### src/rtl/ga23_tile_fetch_if.sv
// Memory-side bus of the GA23 tile fetcher: tilemap VRAM read port and graphics ROM row port.
// master = fetcher, slave = memory subsystem.
interface ga23_tile_fetch_if #(
  parameter int unsigned ROM_AW = 20
) ();
  logic [15:0]       vram_addr;
  logic [15:0]       vram_data;
  logic              rom_req;
  logic [ROM_AW-1:0] rom_addr;
  logic              rom_ack;
  logic [31:0]       rom_data;

  modport master (
    output vram_addr, rom_req, rom_addr,
    input  vram_data, rom_ack, rom_data
  );

  modport slave (
    input  vram_addr, rom_req, rom_addr,
    output vram_data, rom_ack, rom_data
  );
endinterface

### src/rtl/ga23_tile_fetch.sv
// Per-layer tile fetcher: walks a 64x64 tilemap one 8-pixel cell at a time, fetches the graphics
// row from ROM and hands row/palette/prio/flip to the pixel shifter at every cell boundary.
module ga23_tile_fetch #(
  parameter logic [15:0] MAP_BASE = 16'h0000,
  parameter int unsigned ROM_AW   = 20
) (
  input  logic                   clk,
  input  logic                   reset_n,
  input  logic                   ce_pix,
  input  logic                   line_start,
  input  logic [8:0]             line_y,
  input  logic [9:0]             scroll_x,
  input  logic [9:0]             scroll_y,
  ga23_tile_fetch_if.master      bus,
  output logic                   load,
  output logic [31:0]            row,
  output logic [6:0]             palette,
  output logic [1:0]             prio,
  output logic                   reverse,
  output logic [2:0]             offset,
  output logic                   miss
);

  typedef enum logic [2:0] {
    StIdle,
    StCode,
    StAttr,
    StRomReq,
    StWait,
    StHold
  } state_e;

  state_e            state_q, state_d;
  logic [2:0]        pix_cnt_q, pix_cnt_d;
  logic [5:0]        col_q, col_d;
  logic [2:0]        offset_q, offset_d;
  logic              miss_q, miss_d;
  logic              ready_q, ready_d;
  logic [15:0]       code_q, code_d;
  logic [6:0]        pal_q, pal_d;
  logic [1:0]        prio_q, prio_d;
  logic              flip_x_q, flip_x_d;
  logic [31:0]       stage_q, stage_d;
  logic [ROM_AW-1:0] rom_addr_q, rom_addr_d;

  logic [9:0]  ty;
  logic [5:0]  cell_row;
  logic [2:0]  row_sel;
  logic        boundary;
  logic        word_sel;
  logic [15:0] entry_addr;

  assign ty       = 10'(line_y) + scroll_y;
  assign cell_row = ty[8:3];
  // Attribute word is on vram_data during StRomReq, so flip_y is taken straight from the bus.
  assign row_sel  = ty[2:0] ^ {3{bus.vram_data[10]}};
  assign boundary = ce_pix && (pix_cnt_q == 3'd7);

  assign word_sel   = (state_q == StAttr);
  assign entry_addr = MAP_BASE + {3'b000, cell_row, col_q, word_sel};

  always_comb begin
    state_d    = state_q;
    pix_cnt_d  = ce_pix ? pix_cnt_q + 3'd1 : pix_cnt_q;
    col_d      = col_q;
    offset_d   = offset_q;
    miss_d     = miss_q;
    ready_d    = ready_q;
    code_d     = code_q;
    pal_d      = pal_q;
    prio_d     = prio_q;
    flip_x_d   = flip_x_q;
    stage_d    = stage_q;
    rom_addr_d = rom_addr_q;
    load       = 1'b0;

    case (state_q)
      StIdle:   ;
      StCode:   state_d = StAttr;
      StAttr: begin
        code_d  = bus.vram_data;
        state_d = StRomReq;
      end
      StRomReq: begin
        pal_d      = bus.vram_data[6:0];
        flip_x_d   = bus.vram_data[9];
        prio_d     = bus.vram_data[13:12];
        rom_addr_d = ROM_AW'({code_q, row_sel});
        state_d    = StWait;
      end
      StWait: begin
        if (bus.rom_ack) begin
          stage_d = bus.rom_data;
          ready_d = 1'b1;
          state_d = StHold;
        end
      end
      StHold:   ;
      default:  state_d = StIdle;
    endcase

    // A new line overrides everything, including a coincident cell boundary.
    if (line_start) begin
      col_d     = scroll_x[8:3];
      pix_cnt_d = 3'd0;
      offset_d  = scroll_x[2:0];
      miss_d    = 1'b0;
      ready_d   = 1'b0;
      state_d   = StCode;
    end else if (boundary) begin
      load = 1'b1;
      if (!ready_q) begin
        miss_d = 1'b1;
      end
      col_d   = col_q + 6'd1;
      ready_d = 1'b0;
      state_d = StCode;
    end
  end

  always_ff @(posedge clk or negedge reset_n) begin
    if (!reset_n) begin
      state_q    <= StIdle;
      pix_cnt_q  <= 3'd0;
      col_q      <= 6'd0;
      offset_q   <= 3'd0;
      miss_q     <= 1'b0;
      ready_q    <= 1'b0;
      code_q     <= 16'h0000;
      pal_q      <= 7'h00;
      prio_q     <= 2'd0;
      flip_x_q   <= 1'b0;
      stage_q    <= 32'h0000_0000;
      rom_addr_q <= '0;
    end else begin
      state_q    <= state_d;
      pix_cnt_q  <= pix_cnt_d;
      col_q      <= col_d;
      offset_q   <= offset_d;
      miss_q     <= miss_d;
      ready_q    <= ready_d;
      code_q     <= code_d;
      pal_q      <= pal_d;
      prio_q     <= prio_d;
      flip_x_q   <= flip_x_d;
      stage_q    <= stage_d;
      rom_addr_q <= rom_addr_d;
    end
  end

  always_comb begin
    bus.vram_addr = 16'h0000;
    if (state_q == StCode || state_q == StAttr) begin
      bus.vram_addr = entry_addr;
    end
  end

  assign bus.rom_req  = (state_q == StWait);
  assign bus.rom_addr = rom_addr_q;

  // Unfetched cells go out transparent rather than showing stale pixels.
  assign row     = ready_q ? stage_q : 32'h0000_0000;
  assign palette = pal_q;
  assign prio    = prio_q;
  assign reverse = flip_x_q;
  assign offset  = offset_q;
  assign miss    = miss_q;

  logic unused_bits;
  assign unused_bits = ^{ty[9], scroll_x[9]};

endmodule

### src/flat_wrapper.sv
// flat-port wrapper written by rule: the top's interface ports become plain ports
module ga23_tile_fetch_flat 
#(
  parameter logic [15:0] MAP_BASE = 16'h0000,
  parameter int unsigned ROM_AW   = 20
)
  (clk, reset_n, ce_pix, line_start, line_y, scroll_x, scroll_y, load, row, palette, prio, reverse, offset, miss, bus_vram_addr, bus_rom_req, bus_rom_addr, bus_vram_data, bus_rom_ack, bus_rom_data);
  ga23_tile_fetch_if #(.ROM_AW(ROM_AW)) bus_i ();
  input  logic clk;
  input  logic reset_n;
  input  logic ce_pix;
  input  logic line_start;
  input  logic [8:0] line_y;
  input  logic [9:0] scroll_x;
  input  logic [9:0] scroll_y;
  output logic load;
  output logic [31:0] row;
  output logic [6:0] palette;
  output logic [1:0] prio;
  output logic reverse;
  output logic [2:0] offset;
  output logic miss;
  output wire logic [$bits(bus_i.vram_addr)-1:0] bus_vram_addr;
  output wire logic [$bits(bus_i.rom_req)-1:0] bus_rom_req;
  output wire logic [$bits(bus_i.rom_addr)-1:0] bus_rom_addr;
  input wire logic [$bits(bus_i.vram_data)-1:0] bus_vram_data;
  input wire logic [$bits(bus_i.rom_ack)-1:0] bus_rom_ack;
  input wire logic [$bits(bus_i.rom_data)-1:0] bus_rom_data;
  assign bus_vram_addr = bus_i.vram_addr;
  assign bus_rom_req = bus_i.rom_req;
  assign bus_rom_addr = bus_i.rom_addr;
  assign bus_i.vram_data = bus_vram_data;
  assign bus_i.rom_ack = bus_rom_ack;
  assign bus_i.rom_data = bus_rom_data;
  ga23_tile_fetch #(.MAP_BASE(MAP_BASE), .ROM_AW(ROM_AW)) u_core (.clk(clk), .reset_n(reset_n), .ce_pix(ce_pix), .line_start(line_start), .line_y(line_y), .scroll_x(scroll_x), .scroll_y(scroll_y), .bus(bus_i), .load(load), .row(row), .palette(palette), .prio(prio), .reverse(reverse), .offset(offset), .miss(miss));
endmodule
### config.mk
export PLATFORM = sky130hd
export DESIGN_NAME = ga23_tile_fetch_flat
export DESIGN_NICKNAME = d
export VERILOG_FILES = /design/src/rtl/ga23_tile_fetch_if.sv /design/src/rtl/ga23_tile_fetch.sv /design/src/flat_wrapper.sv
export SDC_FILE = /design/constraint.sdc
export NUM_CORES = 1
export LEC_CHECK = 0
export BUFFER_PORTS_ARGS = -buffer_cell sky130_fd_sc_hd__buf_2
export CORE_MARGIN = 2
export CORE_UTILIZATION = 53
export DETAILED_ROUTE_END_ITERATION = 6
export GPL_ROUTABILITY_DRIVEN = 0
export PLACE_DENSITY = 0.9
export SLEW_MARGIN = 15
export SYNTH_ARGS = -nofsm -noshare
export SYNTH_HDL_FRONTEND = slang
export SYNTH_SLANG_ARGS = --single-unit
### constraint.sdc
create_clock -name clk -period 4.1 [get_ports clk]
set_input_delay 0.615 -clock clk [delete_from_list [all_inputs] [get_ports clk]]
set_output_delay 0.615 -clock clk [all_outputs]
set_load 0.01 [all_outputs]
==> out/metrics.csv, run 1 <==
metric;value;unit
largest area contributor in the netlist;dfrtp_1;
Max Clk Rate;338;MHz
ys flop type;dfrtp_1;
Post-CTS Resized;0;
# setup viols final;0;
Final TNS setup;0;ns
Max Slew Vio Count;0;
DR vias/cell;5.13;
DR WL/cell;14.8;um
R2R cell count;4;
Hold Vio Cnt, Final;0;
CTS tree;done;
FF-to-FF Start;u_core.state_q[2];
CP endpoint;bus_vram_addr[10];
Peak VDD IR;0.383;mV
layout cells sized above 1;51.6;%
HP Class;input port to asynchronous set/reset pin;
Mapped Area;4350;sq um
Seq/Total Area, Yosys;54.1;%
critical path required time;3.48;ns
dpl cells;589;
WL final;8940;um
share of the synthesized area in the top cell type;54.1;%
GRT overflow;0;
Rel. slew slack;46.2;%
fill count;635;
ANT nets after route;0;
Sink Count;94;
Core ar.;8090;sq um
synth top area cells;dfrtp_1 54%, mux2_2 20%, and2_1 5.6%;
post-synth cell types;33;
synthesis-to-layout area growth;23.8;%
die extent in y;94.6;um
Clock Skew;0.00666;ns
GRT Overall Usage;20.4;%
synth warn;0;
initial core utilization;53.8;%
root buf cell;clkbuf_8;
most common cell in the netlist;dfrtp_1;
DR vias;3106;
diode count;0;
drt pass-1 iters;4;
Least-Margin Pin Slew;0.808;ns
Pwr per Cell Area;577;nW/um^2
unrepaired setup endpoints after global routing;false;
ys async rst share;100;%
CP Class;input port to output pin;
CTS Buffer Depth;2;
initial DRC count;125;
post-detail-place hpwl;6660;um
Syn Area/Cell;12.8;sq um
Clock Latency Late Sink;0.34;ns
first-pass GRT wire length;14400;um
total design power;3.11;mW
EDFF count, synth;0;
slack of the worst reg-to-reg path;2.32;ns
fin crit share;72.2;%
status;finished, final reports clean;
largest net degree at the start of global routing;68;
Syn Inst Count;340;
full die area;8950;sq um
initial antenna violation count;0;
Die Span X;94.6;um
#FFs+latches synth;94;
port bufs;159;
CP Launch Type;input port;
CP Capture Type;output pin;
hold_buf cts;0;
IO Pins;166;
vias in the first global route;3193;
residual DRC count;0;
total CTS buffers;9;
hold_ws;0.346;ns
CTS clock-pin slew for the worst setup and hold paths;0.09;ns
Final Critical Period;2.96;ns
non-filler cells, final;605;
Crit Path Max Fanout;3;
Leak Pwr;2.74;nW
Commonest cells post-synth;94 x dfrtp_1, 77 x mux2_2, 39 x and2_1, 18 x nand2_1, 13 x o21ai_0;
Reg-to-Reg End;u_core.stage_q[30];
Layout Nets;589;
Worst Setup SP;line_y[0];
row count;33;
H-tree level count;3;
critical path arrival;2.35;ns
Max Cap Viol;0;
Setup Fix Bufs, Post-CTS;0;
[worst max-delay path, stage by stage]
cell	delay, ns
buf_2	0.10
ha_1	0.23
fa_1	0.42
a21o_1	0.20
a21oi_1	0.30
o21ai_0	0.16
mux2i_1	0.17
buf_2	0.15
[logic make-up (layout without fill, tap and decap cells)]
logic type | count (synthesis) | count (layout) | share of synthesized area, %
flops | 94 | 94 | 54.1
simple gates | 86 | 86 | 11.0
mux | 84 | 84 | 21.5
compound gates | 28 | 28 | 3.85
buf+inv | 22 | 179 | 3.19
xor+xnor | 13 | 13 | 2.62
fa+ha+maj | 12 | 12 | 3.62
other cells | 1 | 4 | 0.0862
[worst min path at each step]
stage / cells after the start / to / slack [ns]
after global routing: 1 / u_core.stage_q[17] / 0.43
final: 1 / u_core.stage_q[3] / 0.35
after detailed placement: 2 / u_core.bus.rom_addr[1] / 0.47
after floorplan: 0 / u_core.bus.rom_addr[0] / 0.32
after CTS: 1 / u_core.stage_q[3] / 0.37
after global placement: 2 / u_core.bus.rom_addr[1] / 0.46
[layout make-up]
| class | instances | area [sq um] | area share [%] |
|---|---|---|---|
| Clock buffer | 11 | 141 | 2.62 |
| Multi-Input combinational cell | 227 | 1880 | 34.8 |
| Tap cell | 105 | 131 | 2.44 |
| Timing Repair Buffer | 163 | 828 | 15.4 |
| Clock inverter | 5 | 57.6 | 1.07 |
| Sequential cell | 94 | 2350 | 43.7 |
[metal layers]
layer	vias to the layer above	routed length, um	share of wire [%]	track usage (%)
met5	-	0	0	0
met4	0	164	1.8	6.64
li1	1464	-	-	-
met1	1522	3590	40	24.7
met3	17	693	7.8	5.59
met2	103	4490	50	35.2
[through the flow]
stage	util [%]	area, sq um	setup WS (ns)
2_1_floorplan	-	4360	1.48
3_3_place_gp	64.1	5190	1.23
3_5_place_dp	64.1	5190	1.18
4_1_cts	66.6	5390	1.17
5_1_grt	66.6	5390	1.05
6_report	66.6	5390	1.14
[layout by cell type (no fill, tap or decap), types with 5 or more instances in the layout]
cell | synthesis | routed
mux2_2 | 77 | 77
ha_1 | 11 | 11
clkbuf_8 | 0 | 10
and2_1 | 39 | 39
nand2_1 | 18 | 18
o21ai_0 | 13 | 13
xor2_1 | 7 | 7
nor2_1 | 12 | 12
xnor2_1 | 6 | 6
buf_4 | 7 | 5
buf_2 | 5 | 158
dfrtp_1 | 94 | 94
mux2i_1 | 7 | 7
[power breakdown]
group	internal, mW	leakage [nW]	switching, mW
logic	0.541	1.50	0.436
clock network	0.300	0.104	0.307
registers	1.33	1.14	0.198
total	2.17	2.74	0.941
[flip-flops by register name (all words and copies together), names as in the netlist]
signal	cells
u_core.bus.rom_addr	19
u_core.offset	3
u_core.state_q	3
u_core.palette	7
u_core.miss	1
u_core.col_q	6
u_core.ready_q	1
u_core.stage_q	32
u_core.reverse	1
u_core.prio	2
u_core.code_q	16
u_core.pix_cnt_q	3
Note: power is estimated with default switching activity, not from simulation.
==> run 2: changes to the inputs <==
--- a/config.mk
+++ b/config.mk
@@ -7,10 +7,10 @@
 export LEC_CHECK = 0
 export BUFFER_PORTS_ARGS = -buffer_cell sky130_fd_sc_hd__buf_2
 export CORE_MARGIN = 2
-export CORE_UTILIZATION = 53
+export CORE_UTILIZATION = 49
 export DETAILED_ROUTE_END_ITERATION = 6
 export GPL_ROUTABILITY_DRIVEN = 0
-export PLACE_DENSITY = 0.9
+export PLACE_DENSITY = 0.84
 export SLEW_MARGIN = 15
 export SYNTH_ARGS = -nofsm -noshare
 export SYNTH_HDL_FRONTEND = slang
==> constraint.sdc (replaced) <==
create_clock -name clk -period 3 [get_ports clk]
set_input_delay 0.45 -clock clk [delete_from_list [all_inputs] [get_ports clk]]
set_output_delay 0.45 -clock clk [all_outputs]
set_load 0.01 [all_outputs]
==> out/metrics.csv, run 2 (synthesis results as in run 1) <==
metric;value;unit;change
Max Clk Rate;384;MHz;
hold_buf cts;0;;unchanged
vias in the first global route;3176;;was 3193
Biggest register;u_core.stage_q;;unchanged
CTS Buffer Depth;2;;unchanged
layout cells sized above 1;51.3;%;was 51.6%
initial DRC count;74;;was 125
initial core utilization;50.1;%;was 53.8%
fill count;697;;was 635
Post-CTS Resized;0;;unchanged
IO Pins;166;;unchanged
Die Span X;98.2;um;was 94.6 um
unrepaired setup endpoints after global routing;false;;unchanged
ANT nets after route;0;;unchanged
# setup viols final;0;;unchanged
CP Class;input port to output pin;;unchanged
port bufs;159;;unchanged
Core ar.;8680;sq um;was 8090 sq um
synthesis-to-layout area growth;23.6;%;was 23.8%
CTS tree;done;;unchanged
Leak Pwr;2.73;nW;was 2.74 nW
dpl cells;592;;was 589
row count;34;;was 33
CP Capture Type;output pin;;unchanged
post-detail-place hpwl;6550;um;was 6660 um
GRT Overall Usage;18.8;%;was 20.4%
die extent in y;98.2;um;was 94.6 um
Setup Fix Bufs, Post-CTS;0;;unchanged
Final Critical Period;2.60;ns;
Final TNS setup;0;ns;unchanged
drt pass-1 iters;4;;unchanged
root buf cell;clkbuf_8;;unchanged
residual DRC count;0;;unchanged
commonest non-fill, non-tap cells in the layout;158 x buf_2, 94 x dfrtp_1, 77 x mux2_2;;unchanged
Sink Count;94;;unchanged
WL final;8850;um;was 8940 um
Max Cap Viol;0;;unchanged
fin crit share;86.8;%;
CP Launch Type;input port;;unchanged
full die area;9650;sq um;was 8950 sq um
Rel. slew slack;44.1;%;was 46.2%
initial antenna violation count;0;;unchanged
Hold Vio Cnt, Final;0;;unchanged
diode count;0;;unchanged
Pwr per Cell Area;781;nW/um^2;was 577 nW/um^2
first-pass GRT wire length;14600;um;was 14400 um
HP Class;input port to asynchronous set/reset pin;;unchanged
total CTS buffers;9;;unchanged
DR WL/cell;14.6;um;was 14.8 um
GRT overflow;0;;unchanged
status;finished, final reports clean;;unchanged
DR vias/cell;5.06;;was 5.13
CTS clock-pin slew for the worst setup and hold paths;0.09;ns;about the same
H-tree level count;3;;unchanged
Crit Path Max Fanout;3;;unchanged
Largest register FFs;32;;unchanged
non-filler cells, final;605;;unchanged
dpl cell area;5200;sq um;was 5190 sq um
Max Slew Vio Count;0;;unchanged
critical path arrival;2.15;ns;was 2.35 ns
Final Cell Area;5380;sq um;was 5390 sq um
register area;2350;sq um;unchanged
Multi-input gate area;1880;sq um;unchanged
Clock Latency Late Sink;0.34;ns;about the same
DR vias;3059;;was 3106
Clock Skew;0.0104;ns;was 0.00666 ns
most common cell after layout, fill and taps aside;buf_2;;unchanged
Peak VDD IR;0.509;mV;was 0.383 mV
Least-Margin Pin Slew;0.838;ns;was 0.808 ns
critical path required time;2.55;ns;was 3.48 ns
Layout Nets;589;;unchanged
largest net degree at the start of global routing;56;;was 68
fin util;62.0;%;was 66.6%
total design power;4.20;mW;was 3.11 mW
==> run 2: cell types whose count changed in the layout (fill, tap and decap cells not counted) <==
cell,change
clkinv_2,-2
buf_12,+1
buf_4,-1
clkbuf_8,-1
==> run 2: cell type report <==
cell class | instances | share of cell area, %
multi-input combinational | 227 | 34.9
clock inverter | 3 | 0.884
tap | 108 | 2.51
timing repair buffer | 163 | 15.6
sequential | 94 | 43.7
clock buffer | 10 | 2.37
==> run 2: worst paths after layout <==
kind	start	to	slack, ns	cells after the start
min in group clk	scroll_x[8]	u_core.col_q[5]	0.32	3
min reg2reg	u_core.bus.rom_addr[1]	u_core.bus.rom_addr[1]	0.48	2
max in group asynchronous	reset_n	u_core.pix_cnt_q[0]	2.27	2
min	reset_n	u_core.code_q[15]	0.06	1
max reg2reg	u_core.state_q[2]	u_core.stage_q[20]	1.23	4
max	line_y[0]	bus_vram_addr[10]	0.40	8
==> run 2: through the flow <==
stage / hold WS [ns] / setup slack (ns)
global route: 0.0775 / 0.237
detailed placement: 0.451 / 0.406
finish: 0.0602 / 0.397
floorplan: 0.154 / 0.715
global placement: 0.442 / 0.461
CTS: 0.0615 / 0.396
==> run 2: routing by layer <==
layer,vias to the layer above,global-route usage (%),wire length (um)
met1,1495,23.1,3620
met2,97,33.0,4620
met5,-,0,0
met4,0,3.79,32
met3,4,5.65,574
li1,1463,-,-
==> run 2: critical path, cell delays in order <==
cell	delay, ns
buf_2	0.10
ha_1	0.23
fa_1	0.42
a21o_1	0.20
a21oi_1	0.27
o21ai_0	0.15
mux2i_1	0.18
buf_2	0.15
==> run 2: report_power, final <==
part | internal, mW | leakage [nW] | switching, mW | total, mW
clock network | 0.377 | 0.0887 | 0.409 | 0.786
logic | 0.741 | 1.50 | 0.583 | 1.32
registers | 1.82 | 1.14 | 0.278 | 2.09
total | 2.93 | 2.73 | 1.27 | 4.20
